===== src/rtl/pipe_if_stage_pkg.sv =====
// Shared types and encodings for the instruction-fetch stage.
// Used by pipe_if_stage, pipe_if_nextpc and the imem interface.
package pipe_if_stage_pkg;

    localparam logic [1:0] PCSRC_SEQ = 2'b00;
    localparam logic [1:0] PCSRC_BR  = 2'b01;
    localparam logic [1:0] PCSRC_JR  = 2'b10;
    localparam logic [1:0] PCSRC_J   = 2'b11;

    localparam logic [31:0] NOP_INST_DEFAULT = 32'h0000_0000;

    typedef enum logic {
        REQ,
        HOLD
    } if_state_t;

    typedef struct packed {
        logic [31:0] inst;
        logic [31:0] dpc4;
        logic        valid;
    } if_id_t;

    function automatic logic [31:0] word_align(input logic [31:0] a);
        return {a[31:2], 2'b00};
    endfunction

endpackage


===== src/rtl/pipe_if_stage_if.sv =====
// Instruction-memory request/ready handshake.
// master = fetch stage, slave = memory.
interface pipe_if_stage_if;

    logic        imem_req;
    logic [31:0] imem_addr;
    logic [31:0] imem_rdata;
    logic        imem_ready;

    modport master (
        output imem_req,
        output imem_addr,
        input  imem_rdata,
        input  imem_ready
    );

    modport slave (
        input  imem_req,
        input  imem_addr,
        output imem_rdata,
        output imem_ready
    );

endinterface


===== src/rtl/pipe_if_nextpc.sv =====
// Next-PC select for the fetch stage: redirect target mux and
// the pending-redirect register that waits for the delay slot.
module pipe_if_nextpc
    import pipe_if_stage_pkg::*;
(
    input  logic        clk,
    input  logic        clrn,
    input  logic        id_valid,
    input  logic        stall,
    input  logic [1:0]  pcsource,
    input  logic [31:0] bpc,
    input  logic [31:0] ra,
    input  logic [31:0] jpc,
    input  logic [31:0] pc,
    input  logic        xfer,
    input  logic        fetching,
    output logic [31:0] pc4,
    output logic [31:0] target,
    output logic        redir_ev,
    output logic [31:0] nextpc
);

    logic        redir_pend;
    logic [31:0] redir_pc;

    assign pc4      = pc + 32'd4;
    assign redir_ev = id_valid & ~stall & (pcsource != PCSRC_SEQ);

    // Target select from ID, forced to a word boundary.
    always_comb begin
        target = pc4;
        unique case (pcsource)
            PCSRC_SEQ: target = pc4;
            PCSRC_BR:  target = word_align(bpc);
            PCSRC_JR:  target = word_align(ra);
            PCSRC_J:   target = word_align(jpc);
        endcase
    end

    // A pending redirect wins; then a live redirect; else sequential.
    always_comb begin
        nextpc = pc4;
        if (redir_pend)
            nextpc = redir_pc;
        else if (redir_ev)
            nextpc = target;
    end

    // Park the target until the in-flight delay slot completes.
    always_ff @(posedge clk or negedge clrn) begin
        if (!clrn) begin
            redir_pend <= 1'b0;
            redir_pc   <= 32'h0;
        end else if (xfer) begin
            redir_pend <= 1'b0;
        end else if (redir_ev & fetching & ~redir_pend) begin
            redir_pend <= 1'b1;
            redir_pc   <= target;
        end
    end

endmodule


===== src/rtl/pipe_if_stage.sv =====
// Instruction fetch stage with IF/ID register and 1-entry hold buffer.
// Optional PIPEIF_PERFCNT_EN adds fetch_cnt / stall_cnt outputs.
module pipe_if_stage
    import pipe_if_stage_pkg::*;
#(
    parameter logic [31:0] RESET_PC = 32'h0000_0000,
    parameter logic [31:0] NOP_INST = NOP_INST_DEFAULT
) (
    input  logic               clk,
    input  logic               clrn,
    input  logic               stall,
    input  logic [1:0]         pcsource,
    input  logic [31:0]        bpc,
    input  logic [31:0]        ra,
    input  logic [31:0]        jpc,
    pipe_if_stage_if.master    imem,
    output logic [31:0]        inst,
    output logic [31:0]        dpc4,
    output logic               id_valid,
    output logic               if_busy
`ifdef PIPEIF_PERFCNT_EN
    ,
    output logic [31:0]        fetch_cnt,
    output logic [31:0]        stall_cnt
`endif
);

    if_state_t   state, state_nx;
    if_id_t      ifid, ifid_nx;
    logic        run;
    logic [31:0] pc, pc_nx;
    logic [31:0] hold_inst, hold_dpc4;
    logic        hold_ld;
    logic        xfer;
    logic [31:0] pc4, target, nextpc;
    logic        redir_ev;

    assign imem.imem_req  = run & (state == REQ);
    assign imem.imem_addr = pc;
    assign xfer           = imem.imem_req & imem.imem_ready;
    assign if_busy        = (state == REQ) & imem.imem_req;
    assign inst           = ifid.inst;
    assign dpc4           = ifid.dpc4;
    assign id_valid       = ifid.valid;

    pipe_if_nextpc u_nextpc (
        .clk      (clk),
        .clrn     (clrn),
        .id_valid (ifid.valid),
        .stall    (stall),
        .pcsource (pcsource),
        .bpc      (bpc),
        .ra       (ra),
        .jpc      (jpc),
        .pc       (pc),
        .xfer     (xfer),
        .fetching (imem.imem_req),
        .pc4      (pc4),
        .target   (target),
        .redir_ev (redir_ev),
        .nextpc   (nextpc)
    );

    // PC advances on completion; leaving HOLD on a redirect steers it
    // directly since the held delay slot has already been fetched.
    always_comb begin
        pc_nx = pc;
        if (xfer)
            pc_nx = nextpc;
        else if ((state == HOLD) & redir_ev)
            pc_nx = target;
    end

    // Fetch FSM and IF/ID update; stall freezes IF/ID everywhere.
    always_comb begin
        state_nx = state;
        ifid_nx  = ifid;
        hold_ld  = 1'b0;
        unique case (state)
            REQ: begin
                if (xfer) begin
                    if (stall) begin
                        hold_ld  = 1'b1;
                        state_nx = HOLD;
                    end else begin
                        ifid_nx = '{inst: imem.imem_rdata,
                                    dpc4: pc4, valid: 1'b1};
                    end
                end else if (!stall) begin
                    ifid_nx = '{inst: NOP_INST,
                                dpc4: ifid.dpc4, valid: 1'b0};
                end
            end
            HOLD: begin
                if (!stall) begin
                    ifid_nx  = '{inst: hold_inst,
                                 dpc4: hold_dpc4, valid: 1'b1};
                    state_nx = REQ;
                end
            end
        endcase
    end

    // State, PC, IF/ID and hold-buffer registers.
    always_ff @(posedge clk or negedge clrn) begin
        if (!clrn) begin
            state     <= REQ;
            run       <= 1'b0;
            pc        <= RESET_PC;
            ifid      <= '{inst: NOP_INST, dpc4: 32'h0, valid: 1'b0};
            hold_inst <= 32'h0;
            hold_dpc4 <= 32'h0;
        end else begin
            state <= state_nx;
            run   <= 1'b1;
            pc    <= pc_nx;
            ifid  <= ifid_nx;
            if (hold_ld) begin
                hold_inst <= imem.imem_rdata;
                hold_dpc4 <= pc4;
            end
        end
    end

`ifdef PIPEIF_PERFCNT_EN
    // Free-running wrap-around event counters.
    always_ff @(posedge clk or negedge clrn) begin
        if (!clrn) begin
            fetch_cnt <= 32'h0;
            stall_cnt <= 32'h0;
        end else begin
            if (xfer)
                fetch_cnt <= fetch_cnt + 32'd1;
            if (stall)
                stall_cnt <= stall_cnt + 32'd1;
        end
    end
`endif

endmodule


===== src/flat_wrapper.sv =====
// flat-port wrapper written by rule: the top's interface ports become plain ports
module pipe_if_stage_flat import pipe_if_stage_pkg::*;
#(
    parameter logic [31:0] RESET_PC = 32'h0000_0000,
    parameter logic [31:0] NOP_INST = NOP_INST_DEFAULT
)
  (clk, clrn, stall, pcsource, bpc, ra, jpc, inst, dpc4, id_valid, if_busy, imem_imem_req, imem_imem_addr, imem_imem_rdata, imem_imem_ready);
  pipe_if_stage_if imem_i ();
  input  logic clk;
  input  logic clrn;
  input  logic stall;
  input  logic [1:0] pcsource;
  input  logic [31:0] bpc;
  input  logic [31:0] ra;
  input  logic [31:0] jpc;
  output logic [31:0] inst;
  output logic [31:0] dpc4;
  output logic id_valid;
  output logic if_busy;
  output wire logic [$bits(imem_i.imem_req)-1:0] imem_imem_req;
  output wire logic [$bits(imem_i.imem_addr)-1:0] imem_imem_addr;
  input wire logic [$bits(imem_i.imem_rdata)-1:0] imem_imem_rdata;
  input wire logic [$bits(imem_i.imem_ready)-1:0] imem_imem_ready;
  assign imem_imem_req = imem_i.imem_req;
  assign imem_imem_addr = imem_i.imem_addr;
  assign imem_i.imem_rdata = imem_imem_rdata;
  assign imem_i.imem_ready = imem_imem_ready;
  pipe_if_stage #(.RESET_PC(RESET_PC), .NOP_INST(NOP_INST)) u_core (.clk(clk), .clrn(clrn), .stall(stall), .pcsource(pcsource), .bpc(bpc), .ra(ra), .jpc(jpc), .imem(imem_i), .inst(inst), .dpc4(dpc4), .id_valid(id_valid), .if_busy(if_busy));
endmodule

===== config.mk =====
export PLATFORM = sky130hd
export DESIGN_NAME = pipe_if_stage_flat
export DESIGN_NICKNAME = d
export VERILOG_FILES = /design/src/rtl/pipe_if_stage_pkg.sv /design/src/rtl/pipe_if_stage_if.sv /design/src/rtl/pipe_if_nextpc.sv /design/src/rtl/pipe_if_stage.sv /design/src/flat_wrapper.sv
export SDC_FILE = /design/constraint.sdc
export NUM_CORES = 1
export LEC_CHECK = 0
export BUFFER_PORTS_ARGS = -buffer_cell sky130_fd_sc_hd__buf_2
export CORE_MARGIN = 2
export CORE_UTILIZATION = 45
export DETAILED_ROUTE_END_ITERATION = 8
export PLACE_DENSITY = 0.69
export SYNTH_ARGS = -nofsm -noshare
export SYNTH_HDL_FRONTEND = slang
export SYNTH_SLANG_ARGS = --single-unit

===== constraint.sdc =====
create_clock -name clk -period 2.78 [get_ports clk]
set_input_delay 0.556 -clock clk [delete_from_list [all_inputs] [get_ports clk]]
set_output_delay 0.556 -clock clk [all_outputs]
set_load 0.1 [all_outputs]

# == Word level (Yosys, flattened, before mapping) ==
# Index checks and enable logic that the tools add are counted.
# W data, S select, Z words.
# classes
reduce_logical,7
bitwise,12
eq_ne,6
mux,16
n_addsub,1
# ops
op,count
$mux W65,4
$pmux W65 S2,1
$mux W32,4
$pmux W32 S4,1
$add A32 B3 Y32 const B,1
$and A1 B1 Y1,8
$ne A2 B2 Y1 const B,3
$reduce_bool A2 Y1,3
$mux W1,5
$eq A2 B2 Y1 const B,2
$not A1 Y1,4
$reduce_and A2 Y1,2
$reduce_and A3 Y1,1
$eq A2 B1 Y1 const B,1
$logic_not A2 Y1,1
$pmux W1 S2,1
# totals
word_cells,52
inputBits,134
regBits,196
out_inout_bits,99

# == Longest topological paths before layout ==
# logic_depth
ltp_word,7
mapped_depth,8
mapped_depth_nobuf,6

# == Modules after synthesis ==
# From an unflattened synthesis, not the netlist that was laid out.
# hier_totals
hier_cells,1018
hier_area_um2,10314.9
# modules_own_cells
mod,instances,cells_per_inst,seq_area_each_um2,area_each_um2
pipe_if_stage,1,573,4078.9,6931.6
pipe_if_nextpc,1,445,825.8,3383.2

# == Least setup slack after synthesis ==
# Ideal clock, no wire load.
# synth_timing
path_type,reg-to-reg
from,"reg u_core.pc[2], in the netlist u_core.imem.imem_addr[2]"
to,"reg u_core.ifid, in the netlist u_core.dpc4[20]"
stages_incl_launch_ff,8
t_required_ns,2.706
setup_slack_ns,0.027
period_less_slack_ns,2.753
path_buffers,1
setup_ns,0.074
t_arrival_ns,2.679
path_cell_list,dfrtp_1 ha_1 and4_1 buf_4 nand3_4 or4_1 and2_1 o21ai_2
# synth_via
elab_chain_cells,4
# synth_rtl
element,line,text
from (decl),pipe_if_stage.sv:31,"logic [31:0] pc, pc_nx;"
from (signal assigned),pipe_if_stage.sv:116,pc <= pc_nx;
$add A32 B3 Y32,pipe_if_nextpc.sv:26,assign pc4 = pc + 32'd4;
$mux W65,pipe_if_stage.sv:82,if (stall) begin
$mux W65,pipe_if_stage.sv:81,if (xfer) begin
$pmux W65 S2,pipe_if_stage.sv:79,unique case (state)
to (signal assigned),pipe_if_stage.sv:110,"ifid <= '{inst: NOP_INST, dpc4: 32'h0, valid: 1'b0};"
to (signal assigned),pipe_if_stage.sv:117,ifid <= ifid_nx;
to (decl),pipe_if_stage.sv:29,"if_id_t ifid, ifid_nx;"
# No other way between the ends. The select of a mux whose other input is x is not followed.
# A chain may end at the register's enable or synchronous reset.

# == Final worst setup path ==
# layout_timing
from,"reg u_core.pc[3], in the netlist u_core.imem.imem_addr[3]"
to,"reg u_core.ifid, in the netlist u_core.dpc4[10]"
# The elaborated chain is that of the path after synthesis.

==> flow_summary.json <==
{
  "synth_area_mm2": 0.00988,
  "p_leak_uw": 0.00553,
  "final_antenna_net_count": 0,
  "cts_tree": "done",
  "async_flop_share_pct": 100,
  "synthMuxAreaShare_pct": 10.6,
  "ys_warn_count": 0,
  "via_per_inst": 5.82,
  "p_seq_share_pct": 34.7,
  "dieWidth_um": 152,
  "cts_resized": 0,
  "pre_cts_slack_ns": 0.421,
  "dp_cells": 1432,
  "synth-edff-count": 0,
  "post-route-drc-count": 0,
  "synthAdderAreaFrac_pct": 0.127,
  "root_buffer": "clkbuf_16",
  "insertion_delay_ns": 0.44,
  "fp.coreArea_mm2": 0.0217,
  "max_freq_mhz": 444,
  "yosys_register_bits": 196,
  "final_cell_mix": "225 x buf_2, 195 x dfrtp_1, 116 x nand2_1, 112 x o21ai_0, 72 x a22oi_1",
  "grt_pass1_vias": 8026,
  "dr_total_vias": 8524,
  "p_clk_share_pct": 19.4,
  "syn_inst": 958,
  "worst_clock_skew_ns": 0.00984,
  "cts-hold-fix-buffers": 0,
  "die-area_mm2": 0.0232,
  "setup_ws_ns": 0.526,
  "vdd_drop_max_mv": 0.575,
  "tightest_slew_ns": 0.760,
  "powerDensity_mw_per_mm2": 1040,
  "cts_setup_buffers": 0,
  "h-tree-depth": 4,
  "critPathKind": "register to register",
  "syn-num-nets": 1093,
  "hold_viol_final": 0,
  "antenna_found_initial": 1,
  "syn_avg_cell_area_um2": 10.3,
  "p_sw_uw": 6220,
  "tns_ns": 0,
  "overflow": 0,
  "rows": 54,
  "setup_viol": 0,
  "critPathMaxFanout": 7,
  "synthXorXnorAreaFrac_pct": 2.22,
  "first_pass_iters": 5,
  "place_hpwl_um": 20800,
  "grt_max_degree": 71,
  "ios": 233,
  "yosysSeqAreaShare_pct": 49.6,
  "final_common_cell": "buf_2",
  "status": "completed",
  "internal_power_uw": 6230,
  "synth_top_family_by_area": "compound AO/OA/AOI/OAI gates",
  "endpoint_kind": "register",
  "drtIter0Drc": 701,
  "cts_made_buffers": 17,
  "required_ns": 3.11,
  "area_delta_synth_final_pct": 21.3,
  "synth_cell_types": 75,
  "gp_congestion": 0.894,
  "p_total_uw": 12400,
  "combPwrFrac_pct": 46.0,
  "synth_ff_type": "dfrtp_1",
  "start_util_pct": 45.6,
  "routed_wl_um": 29000,
  "grt_use_total_pct": 24.9,
  "drv_slew": 0,
  "fin_nets": 1306,
  "layout.cells.non_filler": 1464,
  "die_y_um": 152,
  "clk_path_buf_depth": 2,
  "final_layout_size_suffix_gt1_share_pct": 33.5,
  "clk_pin_slew_worst_paths_ns": 0.07,
  "cp.arrival_ns": 2.58,
  "fin_crit_ns": 2.25,
  "cts_sinks": 196,
  "routedWlPerCell_um": 19.8,
  "synth_compound_area_share_pct": 20.9,
  "synth-simple-area-share_pct": 12.5,
  "switching_share_pct": 50.0,
  "grt_pass1_wl_um": 45700,
  "hp-class": "input pin to asynchronous set/reset pin",
  "rsz0062_at_grt": "no",
  "max_slew_margin_pct": 49.0,
  "portBuffers": 226,
  "cp-start-kind": "register",
  "maxCapViolCount": 0,
  "fin_crit_sh_pct": 81.1
}
-- flip-flops by register name, summed over array words and instances, names as in the netlist --
signal and flops:
u_core.imem.imem_addr 32, u_core.u_nextpc.redir_pend 1, u_core.id_valid 1, u_core.hold_dpc4 32, u_core.u_nextpc.redir_pc 32, u_core.run 1, u_core.inst 32, u_core.state 1
u_core.dpc4 32, u_core.hold_inst 32
-- through the flow --
stage,hold slack (ns),instance area (um^2),util (%)
finish,0.0826,12000,55.3
global route,0.113,12000,55.3
CTS,0.0990,12000,55.3
detailed placement,0.466,11400,52.7
global placement,0.456,11400,52.7
floorplan,0.260,9880,-
-- critical path: stages (launching register included) --
cell       delay [ns]
dfrtp_1          0.47
ha_1             0.31
and4_1           0.33
buf_4            0.17
nand4_1          0.11
xor2_1           0.41
a2bb2oi_1        0.24
o21ai_0          0.10
-- cell usage after synthesis (all sizes together), types with 6 or more instances --
| cell | instances | area [um^2] |
|---|---|---|
| a22oi | 72 | 541 |
| o21ai | 123 | 631 |
| a21oi | 27 | 135 |
| mux2 | 63 | 743 |
| inv | 10 | 37.5 |
| a221oi | 8 | 76.3 |
| and3 | 10 | 62.6 |
| clkbuf | 44 | 165 |
| dfrtp | 196 | 4900 |
| buf | 33 | 189 |
| nand2b | 6 | 37.5 |
| a211oi | 10 | 80.1 |
| nand4 | 9 | 77.6 |
| xor2 | 7 | 61.3 |
| nor3 | 9 | 50.1 |
| and2 | 7 | 46.3 |
| a31oi | 10 | 62.6 |
| mux2i | 19 | 190 |
| xnor2 | 18 | 158 |
| nor4 | 7 | 80.1 |
| and4 | 6 | 52.6 |
| o22ai | 13 | 81.3 |
| o31ai | 6 | 45.0 |
| a2bb2oi | 8 | 70.1 |
| nor2 | 34 | 130 |
| nand3 | 21 | 118 |
| nand2 | 118 | 445 |
-- cell families after synthesis --
family	count (synthesis)
simple gates	244
other cells	1
flops	196
xor+xnor	25
buf+inv	87
fa+ha+maj	1
mux	87
compound gates	317
-- final timing paths --
kind	start	cells after the start	slack (ns)	to
min reg2reg	u_core.dpc4[8]	2	0.48	u_core.dpc4[8]
max	u_core.imem.imem_addr[3]	7	0.53	u_core.dpc4[10]
max in group asynchronous	clrn	2	2.01	u_core.hold_inst[18]
min	clrn	1	0.08	u_core.u_nextpc.redir_pc[30]
min in group clk	imem_imem_rdata[2]	2	0.35	u_core.hold_inst[2]
max reg2reg	u_core.imem.imem_addr[3]	7	0.53	u_core.dpc4[10]
-- power by group through the flow --
| stage | combinational [uW] | sequential [uW] | clock, uW |
|---|---|---|---|
| 5_1_grt | 6020 | 4410 | 2560 |
| 3_3_place_gp | 5640 | 4320 | 0 |
| 2_1_floorplan | 1760 | 6950 | 0 |
| 4_1_cts | 5720 | 4290 | 2450 |
| 6_report | 5720 | 4320 | 2410 |
| 3_5_place_dp | 5710 | 4340 | 0 |
-- per-layer routing --
layer	vias to the layer above	track usage (%)	routed length [um]
met3	59	4.75	2160
li1	3977	-	-
met2	370	37.8	13300
met5	-	0	0
met1	4118	35.8	12700
met4	0	9.03	821
-- area by class of cell --
| cell class | count | area [um^2] |
|---|---|---|
| fillers | 1924 | 9700 |
| flip-flops and latches | 196 | 4910 |
| multi-input cells | 675 | 4600 |
| repair buffers | 271 | 1530 |
| clock buffers | 17 | 425 |
| well taps | 280 | 350 |
| clock inverters | 14 | 144 |
| inverters | 10 | 37.5 |
| diodes | 1 | 2.50 |
Note: power is estimated with default switching activity, not from simulation.
